### src/rtl/mips_memory_initiator_if.sv
// Core-facing request/response handshakes plus the MIPS_memory control bus.
// slave = the initiator's view; master = the core + memory side.
interface mips_memory_initiator_if;
  logic        if_req_valid, if_req_ready;
  logic [31:0] if_req_addr;
  logic        d_req_valid, d_req_ready, d_req_we;
  logic [31:0] d_req_addr, d_req_wdata;
  logic        if_resp_valid, if_resp_ready, if_resp_err;
  logic [31:0] if_resp_data;
  logic        d_resp_valid, d_resp_ready, d_resp_err;
  logic [31:0] d_resp_data;
  logic        mem_read, mem_write, mem_write_valid;
  logic [31:0] mem_inst_rd_addr, mem_data_rd_addr;
  logic [31:0] mem_inst_rd_data, mem_data_rd_data;
  logic [31:0] mem_inst_wr_addr, mem_inst_wr_data, mem_data_wr_addr, mem_data_wr_data;

  modport slave (
    input  if_req_valid, if_req_addr, d_req_valid, d_req_we, d_req_addr, d_req_wdata,
           if_resp_ready, d_resp_ready, mem_inst_rd_data, mem_data_rd_data,
    output if_req_ready, d_req_ready, if_resp_valid, if_resp_data, if_resp_err,
           d_resp_valid, d_resp_data, d_resp_err, mem_read, mem_write, mem_write_valid,
           mem_inst_rd_addr, mem_data_rd_addr, mem_inst_wr_addr, mem_inst_wr_data,
           mem_data_wr_addr, mem_data_wr_data
  );

  modport master (
    output if_req_valid, if_req_addr, d_req_valid, d_req_we, d_req_addr, d_req_wdata,
           if_resp_ready, d_resp_ready, mem_inst_rd_data, mem_data_rd_data,
    input  if_req_ready, d_req_ready, if_resp_valid, if_resp_data, if_resp_err,
           d_resp_valid, d_resp_data, d_resp_err, mem_read, mem_write, mem_write_valid,
           mem_inst_rd_addr, mem_data_rd_addr, mem_inst_wr_addr, mem_inst_wr_data,
           mem_data_wr_addr, mem_data_wr_data
  );
endinterface

### src/rtl/mips_memory_initiator.sv
// Initiator for MIPS_memory: latches fetch/data requests, runs one memory access,
// waits out the registered read, then returns per-channel responses.
module mips_memory_initiator #(
  parameter int ADDR_BITS = 5
) (
  input logic                    MIPS_init_clk,
  input logic                    MIPS_init_rst_n,
  mips_memory_initiator_if.slave bus
);
  localparam int PAD = 32 - ADDR_BITS;

  typedef enum logic [1:0] {IDLE, ACCESS, WAIT, RESP} state_t;

  state_t               state;
  logic                 if_pend, if_err, d_pend, d_we, d_err;
  logic [ADDR_BITS-1:0] if_idx, d_idx;
  logic [31:0]          d_wdata;
  logic                 if_rsp_vld, d_rsp_vld, if_rsp_err, d_rsp_err;
  logic [31:0]          if_rsp_data, d_rsp_data;
  logic                 if_done, d_done, f_rd, l_rd, s_wr;

  function automatic logic bad_addr(input logic [31:0] a);
    return (a[1:0] != 2'b00) || (a[31:ADDR_BITS+2] != '0);
  endfunction

  assign if_done = !if_rsp_vld || bus.if_resp_ready;
  assign d_done  = !d_rsp_vld  || bus.d_resp_ready;

  always_ff @(posedge MIPS_init_clk or negedge MIPS_init_rst_n) begin
    if (!MIPS_init_rst_n) begin
      state       <= IDLE;
      if_pend     <= 1'b0;
      if_err      <= 1'b0;
      d_pend      <= 1'b0;
      d_we        <= 1'b0;
      d_err       <= 1'b0;
      if_idx      <= '0;
      d_idx       <= '0;
      d_wdata     <= '0;
      if_rsp_vld  <= 1'b0;
      d_rsp_vld   <= 1'b0;
      if_rsp_err  <= 1'b0;
      d_rsp_err   <= 1'b0;
      if_rsp_data <= '0;
      d_rsp_data  <= '0;
    end else begin
      case (state)
        IDLE: begin
          if_pend <= bus.if_req_valid;
          if_err  <= bad_addr(bus.if_req_addr);
          if_idx  <= bus.if_req_addr[ADDR_BITS+1:2];
          d_pend  <= bus.d_req_valid;
          d_we    <= bus.d_req_we;
          d_err   <= bad_addr(bus.d_req_addr);
          d_idx   <= bus.d_req_addr[ADDR_BITS+1:2];
          d_wdata <= bus.d_req_wdata;
          if (bus.if_req_valid || bus.d_req_valid) state <= ACCESS;
        end
        ACCESS: state <= WAIT;
        WAIT: begin
          // memory read data is valid only during this cycle
          if_rsp_vld  <= if_pend;
          d_rsp_vld   <= d_pend;
          if_rsp_err  <= if_pend && if_err;
          d_rsp_err   <= d_pend && d_err;
          if_rsp_data <= (if_pend && !if_err) ? bus.mem_inst_rd_data : '0;
          d_rsp_data  <= (d_pend && !d_err && !d_we) ? bus.mem_data_rd_data : '0;
          state       <= RESP;
        end
        RESP: begin
          if (if_rsp_vld && bus.if_resp_ready) if_rsp_vld <= 1'b0;
          if (d_rsp_vld && bus.d_resp_ready)   d_rsp_vld  <= 1'b0;
          if (if_done && d_done) state <= IDLE;
        end
        default: state <= IDLE;
      endcase
    end
  end

  // Decoded from the state register so an async reset kills an access mid-cycle.
  assign f_rd = (state == ACCESS) && if_pend && !if_err;
  assign l_rd = (state == ACCESS) && d_pend && !d_we && !d_err;
  assign s_wr = (state == ACCESS) && d_pend && d_we && !d_err;

  assign bus.if_req_ready     = (state == IDLE);
  assign bus.d_req_ready      = (state == IDLE);
  assign bus.mem_read         = f_rd || l_rd;
  assign bus.mem_write        = s_wr;
  assign bus.mem_write_valid  = s_wr;
  assign bus.mem_inst_rd_addr = f_rd ? {{PAD{1'b0}}, if_idx} : '0;
  assign bus.mem_data_rd_addr = l_rd ? {{PAD{1'b0}}, d_idx} : '0;
  // both write ports carry the same word so neither can land a stray write
  assign bus.mem_inst_wr_addr = s_wr ? {{PAD{1'b0}}, d_idx} : '0;
  assign bus.mem_data_wr_addr = s_wr ? {{PAD{1'b0}}, d_idx} : '0;
  assign bus.mem_inst_wr_data = s_wr ? d_wdata : '0;
  assign bus.mem_data_wr_data = s_wr ? d_wdata : '0;

  assign bus.if_resp_valid = if_rsp_vld;
  assign bus.if_resp_data  = if_rsp_data;
  assign bus.if_resp_err   = if_rsp_err;
  assign bus.d_resp_valid  = d_rsp_vld;
  assign bus.d_resp_data   = d_rsp_data;
  assign bus.d_resp_err    = d_rsp_err;
endmodule

### src/flat_wrapper.sv
// flat-port wrapper written by rule: the top's interface ports become plain ports
module mips_memory_initiator_flat 
#(
  parameter int ADDR_BITS = 5
)
  (MIPS_init_clk, MIPS_init_rst_n, bus_if_req_valid, bus_if_req_addr, bus_d_req_valid, bus_d_req_we, bus_d_req_addr, bus_d_req_wdata, bus_if_resp_ready, bus_d_resp_ready, bus_mem_inst_rd_data, bus_mem_data_rd_data, bus_if_req_ready, bus_d_req_ready, bus_if_resp_valid, bus_if_resp_data, bus_if_resp_err, bus_d_resp_valid, bus_d_resp_data, bus_d_resp_err, bus_mem_read, bus_mem_write, bus_mem_write_valid, bus_mem_inst_rd_addr, bus_mem_data_rd_addr, bus_mem_inst_wr_addr, bus_mem_inst_wr_data, bus_mem_data_wr_addr, bus_mem_data_wr_data);
  mips_memory_initiator_if bus_i ();
  input logic MIPS_init_clk;
  input logic MIPS_init_rst_n;
  input wire logic [$bits(bus_i.if_req_valid)-1:0] bus_if_req_valid;
  input wire logic [$bits(bus_i.if_req_addr)-1:0] bus_if_req_addr;
  input wire logic [$bits(bus_i.d_req_valid)-1:0] bus_d_req_valid;
  input wire logic [$bits(bus_i.d_req_we)-1:0] bus_d_req_we;
  input wire logic [$bits(bus_i.d_req_addr)-1:0] bus_d_req_addr;
  input wire logic [$bits(bus_i.d_req_wdata)-1:0] bus_d_req_wdata;
  input wire logic [$bits(bus_i.if_resp_ready)-1:0] bus_if_resp_ready;
  input wire logic [$bits(bus_i.d_resp_ready)-1:0] bus_d_resp_ready;
  input wire logic [$bits(bus_i.mem_inst_rd_data)-1:0] bus_mem_inst_rd_data;
  input wire logic [$bits(bus_i.mem_data_rd_data)-1:0] bus_mem_data_rd_data;
  output wire logic [$bits(bus_i.if_req_ready)-1:0] bus_if_req_ready;
  output wire logic [$bits(bus_i.d_req_ready)-1:0] bus_d_req_ready;
  output wire logic [$bits(bus_i.if_resp_valid)-1:0] bus_if_resp_valid;
  output wire logic [$bits(bus_i.if_resp_data)-1:0] bus_if_resp_data;
  output wire logic [$bits(bus_i.if_resp_err)-1:0] bus_if_resp_err;
  output wire logic [$bits(bus_i.d_resp_valid)-1:0] bus_d_resp_valid;
  output wire logic [$bits(bus_i.d_resp_data)-1:0] bus_d_resp_data;
  output wire logic [$bits(bus_i.d_resp_err)-1:0] bus_d_resp_err;
  output wire logic [$bits(bus_i.mem_read)-1:0] bus_mem_read;
  output wire logic [$bits(bus_i.mem_write)-1:0] bus_mem_write;
  output wire logic [$bits(bus_i.mem_write_valid)-1:0] bus_mem_write_valid;
  output wire logic [$bits(bus_i.mem_inst_rd_addr)-1:0] bus_mem_inst_rd_addr;
  output wire logic [$bits(bus_i.mem_data_rd_addr)-1:0] bus_mem_data_rd_addr;
  output wire logic [$bits(bus_i.mem_inst_wr_addr)-1:0] bus_mem_inst_wr_addr;
  output wire logic [$bits(bus_i.mem_inst_wr_data)-1:0] bus_mem_inst_wr_data;
  output wire logic [$bits(bus_i.mem_data_wr_addr)-1:0] bus_mem_data_wr_addr;
  output wire logic [$bits(bus_i.mem_data_wr_data)-1:0] bus_mem_data_wr_data;
  assign bus_i.if_req_valid = bus_if_req_valid;
  assign bus_i.if_req_addr = bus_if_req_addr;
  assign bus_i.d_req_valid = bus_d_req_valid;
  assign bus_i.d_req_we = bus_d_req_we;
  assign bus_i.d_req_addr = bus_d_req_addr;
  assign bus_i.d_req_wdata = bus_d_req_wdata;
  assign bus_i.if_resp_ready = bus_if_resp_ready;
  assign bus_i.d_resp_ready = bus_d_resp_ready;
  assign bus_i.mem_inst_rd_data = bus_mem_inst_rd_data;
  assign bus_i.mem_data_rd_data = bus_mem_data_rd_data;
  assign bus_if_req_ready = bus_i.if_req_ready;
  assign bus_d_req_ready = bus_i.d_req_ready;
  assign bus_if_resp_valid = bus_i.if_resp_valid;
  assign bus_if_resp_data = bus_i.if_resp_data;
  assign bus_if_resp_err = bus_i.if_resp_err;
  assign bus_d_resp_valid = bus_i.d_resp_valid;
  assign bus_d_resp_data = bus_i.d_resp_data;
  assign bus_d_resp_err = bus_i.d_resp_err;
  assign bus_mem_read = bus_i.mem_read;
  assign bus_mem_write = bus_i.mem_write;
  assign bus_mem_write_valid = bus_i.mem_write_valid;
  assign bus_mem_inst_rd_addr = bus_i.mem_inst_rd_addr;
  assign bus_mem_data_rd_addr = bus_i.mem_data_rd_addr;
  assign bus_mem_inst_wr_addr = bus_i.mem_inst_wr_addr;
  assign bus_mem_inst_wr_data = bus_i.mem_inst_wr_data;
  assign bus_mem_data_wr_addr = bus_i.mem_data_wr_addr;
  assign bus_mem_data_wr_data = bus_i.mem_data_wr_data;
  mips_memory_initiator #(.ADDR_BITS(ADDR_BITS)) u_core (.MIPS_init_clk(MIPS_init_clk), .MIPS_init_rst_n(MIPS_init_rst_n), .bus(bus_i));
endmodule
### config.mk
export PLATFORM = sky130hd
export DESIGN_NAME = mips_memory_initiator_flat
export DESIGN_NICKNAME = d
export VERILOG_FILES = /design/src/rtl/mips_memory_initiator_if.sv /design/src/rtl/mips_memory_initiator.sv /design/src/flat_wrapper.sv
export SDC_FILE = /design/constraint.sdc
export NUM_CORES = 1
export LEC_CHECK = 0
export CORE_AREA = 2 2 170 172
export CTS_CLUSTER_SIZE = 30
export DETAILED_ROUTE_END_ITERATION = 6
export DIE_AREA = 0 0 172 174
export PLACE_DENSITY = 0.63
export SLEW_MARGIN = 20
export SYNTH_ARGS = -nofsm -noshare
export SYNTH_HDL_FRONTEND = slang
export SYNTH_SLANG_ARGS = --single-unit
### constraint.sdc
create_clock -name MIPS_init_clk -period 1.6 [get_ports MIPS_init_clk]
set_input_delay 0.32 -clock MIPS_init_clk [delete_from_list [all_inputs] [get_ports MIPS_init_clk]]
set_output_delay 0.32 -clock MIPS_init_clk [all_outputs]
set_load 0.05 [all_outputs]
==> run_summary.xml <==
<?xml version="1.0" encoding="UTF-8"?>
<metrics>
  <group name="floorplan">
    <metric name="die_width" unit="µm">172</metric>
    <metric name="floorplan.core_area" unit="mm²">0.02824</metric>
    <metric name="die_h" unit="µm">174</metric>
    <metric name="start_util" unit="">0.2194</metric>
    <metric name="io_pins" unit="">432</metric>
    <metric name="row_count" unit="">62</metric>
    <metric name="design.die.area" unit="mm²">0.02993</metric>
  </group>
  <group name="global_routing">
    <metric name="global_route_wire_length_before_repair" unit="µm">31330</metric>
    <metric name="gr-total-overflow" unit="">0</metric>
    <metric name="grt_start_max_net_pins" unit="">38</metric>
    <metric name="grt_use_total" unit="">0.1396</metric>
    <metric name="number_of_antenna_violations_at_the_first_check_in_global_routing" unit="">1</metric>
    <metric name="grt_pass1_vias" unit="">5333</metric>
  </group>
  <group name="power_and_ir_drop">
    <metric name="sw_frac_of_total" unit="">0.3277</metric>
    <metric name="total_power" unit="mW">13.86</metric>
    <metric name="peakVddDrop" unit="mV">0.7153</metric>
    <metric name="power_report.internal_total" unit="mW">9.316</metric>
    <metric name="combinationalPowerShare" unit="">0.409</metric>
    <metric name="power.switching" unit="mW">4.540</metric>
    <metric name="power.share.sequential" unit="">0.293</metric>
    <metric name="power_leakage" unit="nW">5.244</metric>
    <metric name="power_per_cell_area" unit="mW/mm²">1163</metric>
    <metric name="clockPowerShare" unit="">0.297</metric>
  </group>
  <group name="yosys">
    <metric name="synth-adder-area-share" unit="">0.008079</metric>
    <metric name="mappedNetlistArea" unit="mm²">0.006195</metric>
    <metric name="ys.warnings.count" unit="">0</metric>
    <metric name="ys_types" unit="">31</metric>
    <metric name="syn-instance-count" unit="">628</metric>
    <metric name="yosys-top-cells-area" unit="">sky130_fd_sc_hd__dfrtp_1 (47%), sky130_fd_sc_hd__buf_4 (18%), sky130_fd_sc_hd__mux2_2 (8.2%)</metric>
    <metric name="post-synth-top-count-cell" unit="">sky130_fd_sc_hd__buf_4</metric>
    <metric name="yosys.area.top_type_share" unit="">0.4726</metric>
    <metric name="syn_area_per_cell" unit="µm²">9.864</metric>
    <metric name="post_synthesis_share_of_cell_area_spent_on_xor_and_xnor_gates" unit="">0</metric>
    <metric name="number_of_enable_type_register_cells_in_the_synthesized_netlist" unit="">0</metric>
    <metric name="synth.mux.area_fraction" unit="">0.08362</metric>
    <metric name="synth_top_family_by_area" unit="">buffers and inverters</metric>
    <metric name="postSynthRegisterBits" unit="">117</metric>
    <metric name="synth-compound-area-share" unit="">0.06383</metric>
    <metric name="synthTopCellsByCount" unit="">sky130_fd_sc_hd__buf_4 (150), sky130_fd_sc_hd__dfrtp_1 (117), sky130_fd_sc_hd__inv_1 (68)</metric>
    <metric name="yosys.area_share.simple" unit="">0.1218</metric>
    <metric name="synth-main-ff-cell" unit="">sky130_fd_sc_hd__dfrtp_1</metric>
    <metric name="post-synth-top-area-cell" unit="">sky130_fd_sc_hd__dfrtp_1</metric>
    <metric name="synth.yosys.seq_area_share" unit="">0.4726</metric>
    <metric name="synth-async-reset-ratio" unit="">1.000</metric>
  </group>
  <group name="place">
    <metric name="dp_hpwl" unit="µm">14980</metric>
    <metric name="port_buf_inserts" unit="">323</metric>
    <metric name="cell_count_after_placement" unit="">1306</metric>
    <metric name="place_congestion" unit="">0.7323</metric>
  </group>
  <group name="final_layout">
    <metric name="diodes" unit="">0</metric>
    <metric name="final.fill_count" unit="">2664</metric>
    <metric name="areaGrowthSynthToFinish" unit="%">92.32</metric>
    <metric name="finish.cell_count_without_fillers" unit="">1377</metric>
    <metric name="design.final.nets" unit="">1151</metric>
    <metric name="proportion_of_layout_cells_with_a_drive_suffix_above_1" unit="">0.3917</metric>
  </group>
  <group name="route">
    <metric name="drc" unit="">0</metric>
    <metric name="routed-via-count" unit="">5241</metric>
    <metric name="number_of_nets_still_failing_antenna_checks_after_routing" unit="">0</metric>
    <metric name="detail_route.iter0.violations" unit="">151</metric>
    <metric name="route.final.wire_length" unit="µm">21850</metric>
    <metric name="drtPass1Iterations" unit="">4</metric>
    <metric name="detail_route.wl_per_cell" unit="µm">15.87</metric>
    <metric name="detail_route.vias_per_cell" unit="">3.806</metric>
  </group>
  <group name="clock_tree">
    <metric name="cts_buffer_depth" unit="">2</metric>
    <metric name="clk_pin_slew_worst_paths" unit="ns">0.06</metric>
    <metric name="cts_made_buffers" unit="">17</metric>
    <metric name="clock_latency" unit="ns">0.41</metric>
    <metric name="clock-root-buffer" unit="">sky130_fd_sc_hd__clkbuf_16</metric>
    <metric name="cts_tree" unit="">yes</metric>
    <metric name="cts_num_sinks" unit="">117</metric>
    <metric name="cts-htree-levels" unit="">4</metric>
  </group>
  <group name="critical_path">
    <metric name="critical_path.most_common_cell" unit="">sky130_fd_sc_hd__buf_12</metric>
    <metric name="crit_required" unit="ns">1.28</metric>
    <metric name="worst-r2r-setup-slack" unit="ns">-0.35</metric>
    <metric name="peak_per_stage_delay_on_the_critical_path" unit="ns">0.39</metric>
    <metric name="cp_data_arrival_time" unit="ns">1.80</metric>
    <metric name="critPathKind" unit="">reg -&gt; out</metric>
    <metric name="path_max_fanout" unit="">12</metric>
    <metric name="setup.worst_path.start_class" unit="">flop</metric>
    <metric name="critical_path.cell_chain" unit="">inv_2 &gt; ha_4 &gt; and3_4 &gt; buf_12 &gt; and2_4 &gt; buf_12</metric>
    <metric name="timing.critical_path.slowest_stage_cell" unit="">sky130_fd_sc_hd__dfrtp_1</metric>
    <metric name="end_kind" unit="">primary output</metric>
  </group>
  <group name="timing">
    <metric name="period_utilization" unit="">1.324</metric>
    <metric name="post-route-min-period" unit="ns">2.119</metric>
    <metric name="setup_violations" unit="">205</metric>
    <metric name="setup_repair_after_global_routing_missed_its_margin" unit="">true</metric>
    <metric name="finClkSkew" unit="ns">0.006727</metric>
    <metric name="finalMaxSlewViolations" unit="">0</metric>
    <metric name="final.setup.worst_slack" unit="ns">-0.5189</metric>
    <metric name="slew-limit-headroom" unit="">0.6479</metric>
    <metric name="fmax" unit="GHz">0.4719</metric>
    <metric name="report.final.hold_viol_count" unit="">0</metric>
    <metric name="setup_tns" unit="ns">-69.24</metric>
    <metric name="worst_slew_pin_tran" unit="ns">0.5281</metric>
  </group>
  <group name="flow_run">
    <metric name="timing.max_cap.violations" unit="">0</metric>
  </group>
  <group name="outcome">
    <metric name="run_status" unit="">finished, violations left</metric>
    <metric name="failed_checks" unit="">setup timing</metric>
  </group>
  <group name="min_path">
    <metric name="worst_hold_path_type" unit="">in -&gt; reg</metric>
  </group>
</metrics>
==> kinds of logic after synthesis <==
logic type               Yosys count
AO/OA/AOI/OAI                     75
other                              1
multiplexers                      46
adder cells (fa/ha/maj)            4
buffers and inverters            241
flip-flops                       117
AND/OR/NAND/NOR                  144
==> cell type report <==
class	count	area (µm²)	area share
Clock inverter	15	202.7	0.01701
Inverter	68	257.7	0.02163
Sequential cell	117	2928	0.2457
Clock buffer	17	425.4	0.03571
Multi-Input combinational cell	377	2477	0.2079
Tap cell	384	480.5	0.04033
Timing Repair Buffer	399	5142	0.4316
==> sequential cells by signal, indices dropped and copies added (netlist names) <==
signal	cells
u_core.bus.if_resp_err	1
u_core.bus.d_resp_data	32
u_core.bus.d_resp_err	1
u_core.d_idx	5
u_core.d_we	1
u_core.if_pend	1
u_core.bus.if_resp_data	32
u_core.d_wdata	32
u_core.state	2
u_core.d_pend	1
u_core.d_err	1
u_core.bus.d_resp_valid	1
u_core.if_idx	5
u_core.if_err	1
u_core.bus.if_resp_valid	1
==> final timing paths <==
path	endpoint	start	depth (start not counted)
worst max-delay path	bus_mem_data_wr_data[0]	u_core.state[1]	6
worst min-delay path	u_core.bus.d_resp_data[30]	bus_mem_data_rd_data[30]	3
worst max register to register	u_core.d_wdata[12]	u_core.state[0]	10
worst min register to register	u_core.d_wdata[15]	u_core.d_wdata[15]	1
max in group asynchronous	u_core.bus.d_resp_data[26]	MIPS_init_rst_n	3
min in group asynchronous	u_core.d_wdata[6]	MIPS_init_rst_n	2
==> layer usage <==
| metal | wire [µm] | vias to the layer above | GRT usage | share of wire |
|---|---|---|---|---|
| met5 | 18 | - | 0 | 0.00082 |
| met4 | 308 | 2 | 0.03922 | 0.014 |
| met3 | 1775 | 20 | 0.04007 | 0.081 |
| met2 | 11500 | 274 | 0.2582 | 0.53 |
| met1 | 8247 | 2506 | 0.1535 | 0.38 |
| li1 | - | 2439 | - | - |
==> per-stage QoR <==
step	setup WS (ns)	utilization	instance area, µm²	hold WS [ns]
after detailed placement	-0.1620	0.3655	10320	0.3341
after floorplan	-0.1799	-	6950	0.02441
after global placement	-0.1562	0.3655	10320	0.3327
final	-0.5189	0.4219	11910	0.4413
after CTS	-0.5621	0.4135	11680	0.4202
after global routing	-0.5848	0.4219	11910	0.4306
==> cell usage in the layout (no fill, tap or decap), types with 3 or more instances in the layout <==
master | synthesis | layout
sky130_fd_sc_hd__nand2_2 | 0 | 5
sky130_fd_sc_hd__nor4_1 | 12 | 12
sky130_fd_sc_hd__conb_1 | 1 | 108
sky130_fd_sc_hd__clkdlybuf4s50_1 | 0 | 165
sky130_fd_sc_hd__nand3_1 | 4 | 4
sky130_fd_sc_hd__mux2_4 | 0 | 15
sky130_fd_sc_hd__buf_6 | 9 | 8
sky130_fd_sc_hd__o21ai_2 | 0 | 4
sky130_fd_sc_hd__clkbuf_16 | 0 | 20
sky130_fd_sc_hd__buf_8 | 0 | 9
sky130_fd_sc_hd__buf_16 | 0 | 9
sky130_fd_sc_hd__and2_4 | 0 | 47
sky130_fd_sc_hd__o21ai_1 | 11 | 42
sky130_fd_sc_hd__ha_4 | 0 | 4
sky130_fd_sc_hd__bufinv_16 | 0 | 4
sky130_fd_sc_hd__inv_6 | 0 | 3
sky130_fd_sc_hd__mux2_2 | 45 | 31
sky130_fd_sc_hd__dfrtp_1 | 117 | 117
sky130_fd_sc_hd__nand2_1 | 65 | 57
sky130_fd_sc_hd__nand2_4 | 0 | 3
sky130_fd_sc_hd__clkinv_2 | 0 | 3
sky130_fd_sc_hd__buf_12 | 0 | 112
sky130_fd_sc_hd__o21ai_0 | 55 | 20
sky130_fd_sc_hd__clkinv_4 | 0 | 3
sky130_fd_sc_hd__inv_1 | 68 | 66
sky130_fd_sc_hd__buf_4 | 150 | 92
==> power by group through the flow <==
stage | clock network (mW) | logic [mW] | registers (mW)
5_1_grt | 4.42 | 5.98 | 4.15
6_report | 4.12 | 5.67 | 4.07
2_1_floorplan | 0 | 2.45 | 4.15
3_5_place_dp | 0 | 3.81 | 4.08
4_1_cts | 4.27 | 5.05 | 4.04
3_3_place_gp | 0 | 3.75 | 4.06
==> critical path: cells and delay by family (launching register included) <==
kind / cells / cell delay [ns]
fa+ha+maj: 1 / 0.14
simple gates: 2 / 0.47
buf+inv: 3 / 0.38
flops: 1 / 0.39
==> timing repair <==
action | 4_1_cts | 5_1_grt
setup endpoints to repair | 160 | 201
hold endpoints to repair | 21 | 0
pin swaps | 13 | 2
cloned | 12 | 3
hold buffers | 1 | 0
buffers inserted | 17 | 13
resized for setup | 63 | 90
No activity file was read; power rests on OpenSTA's default activity.
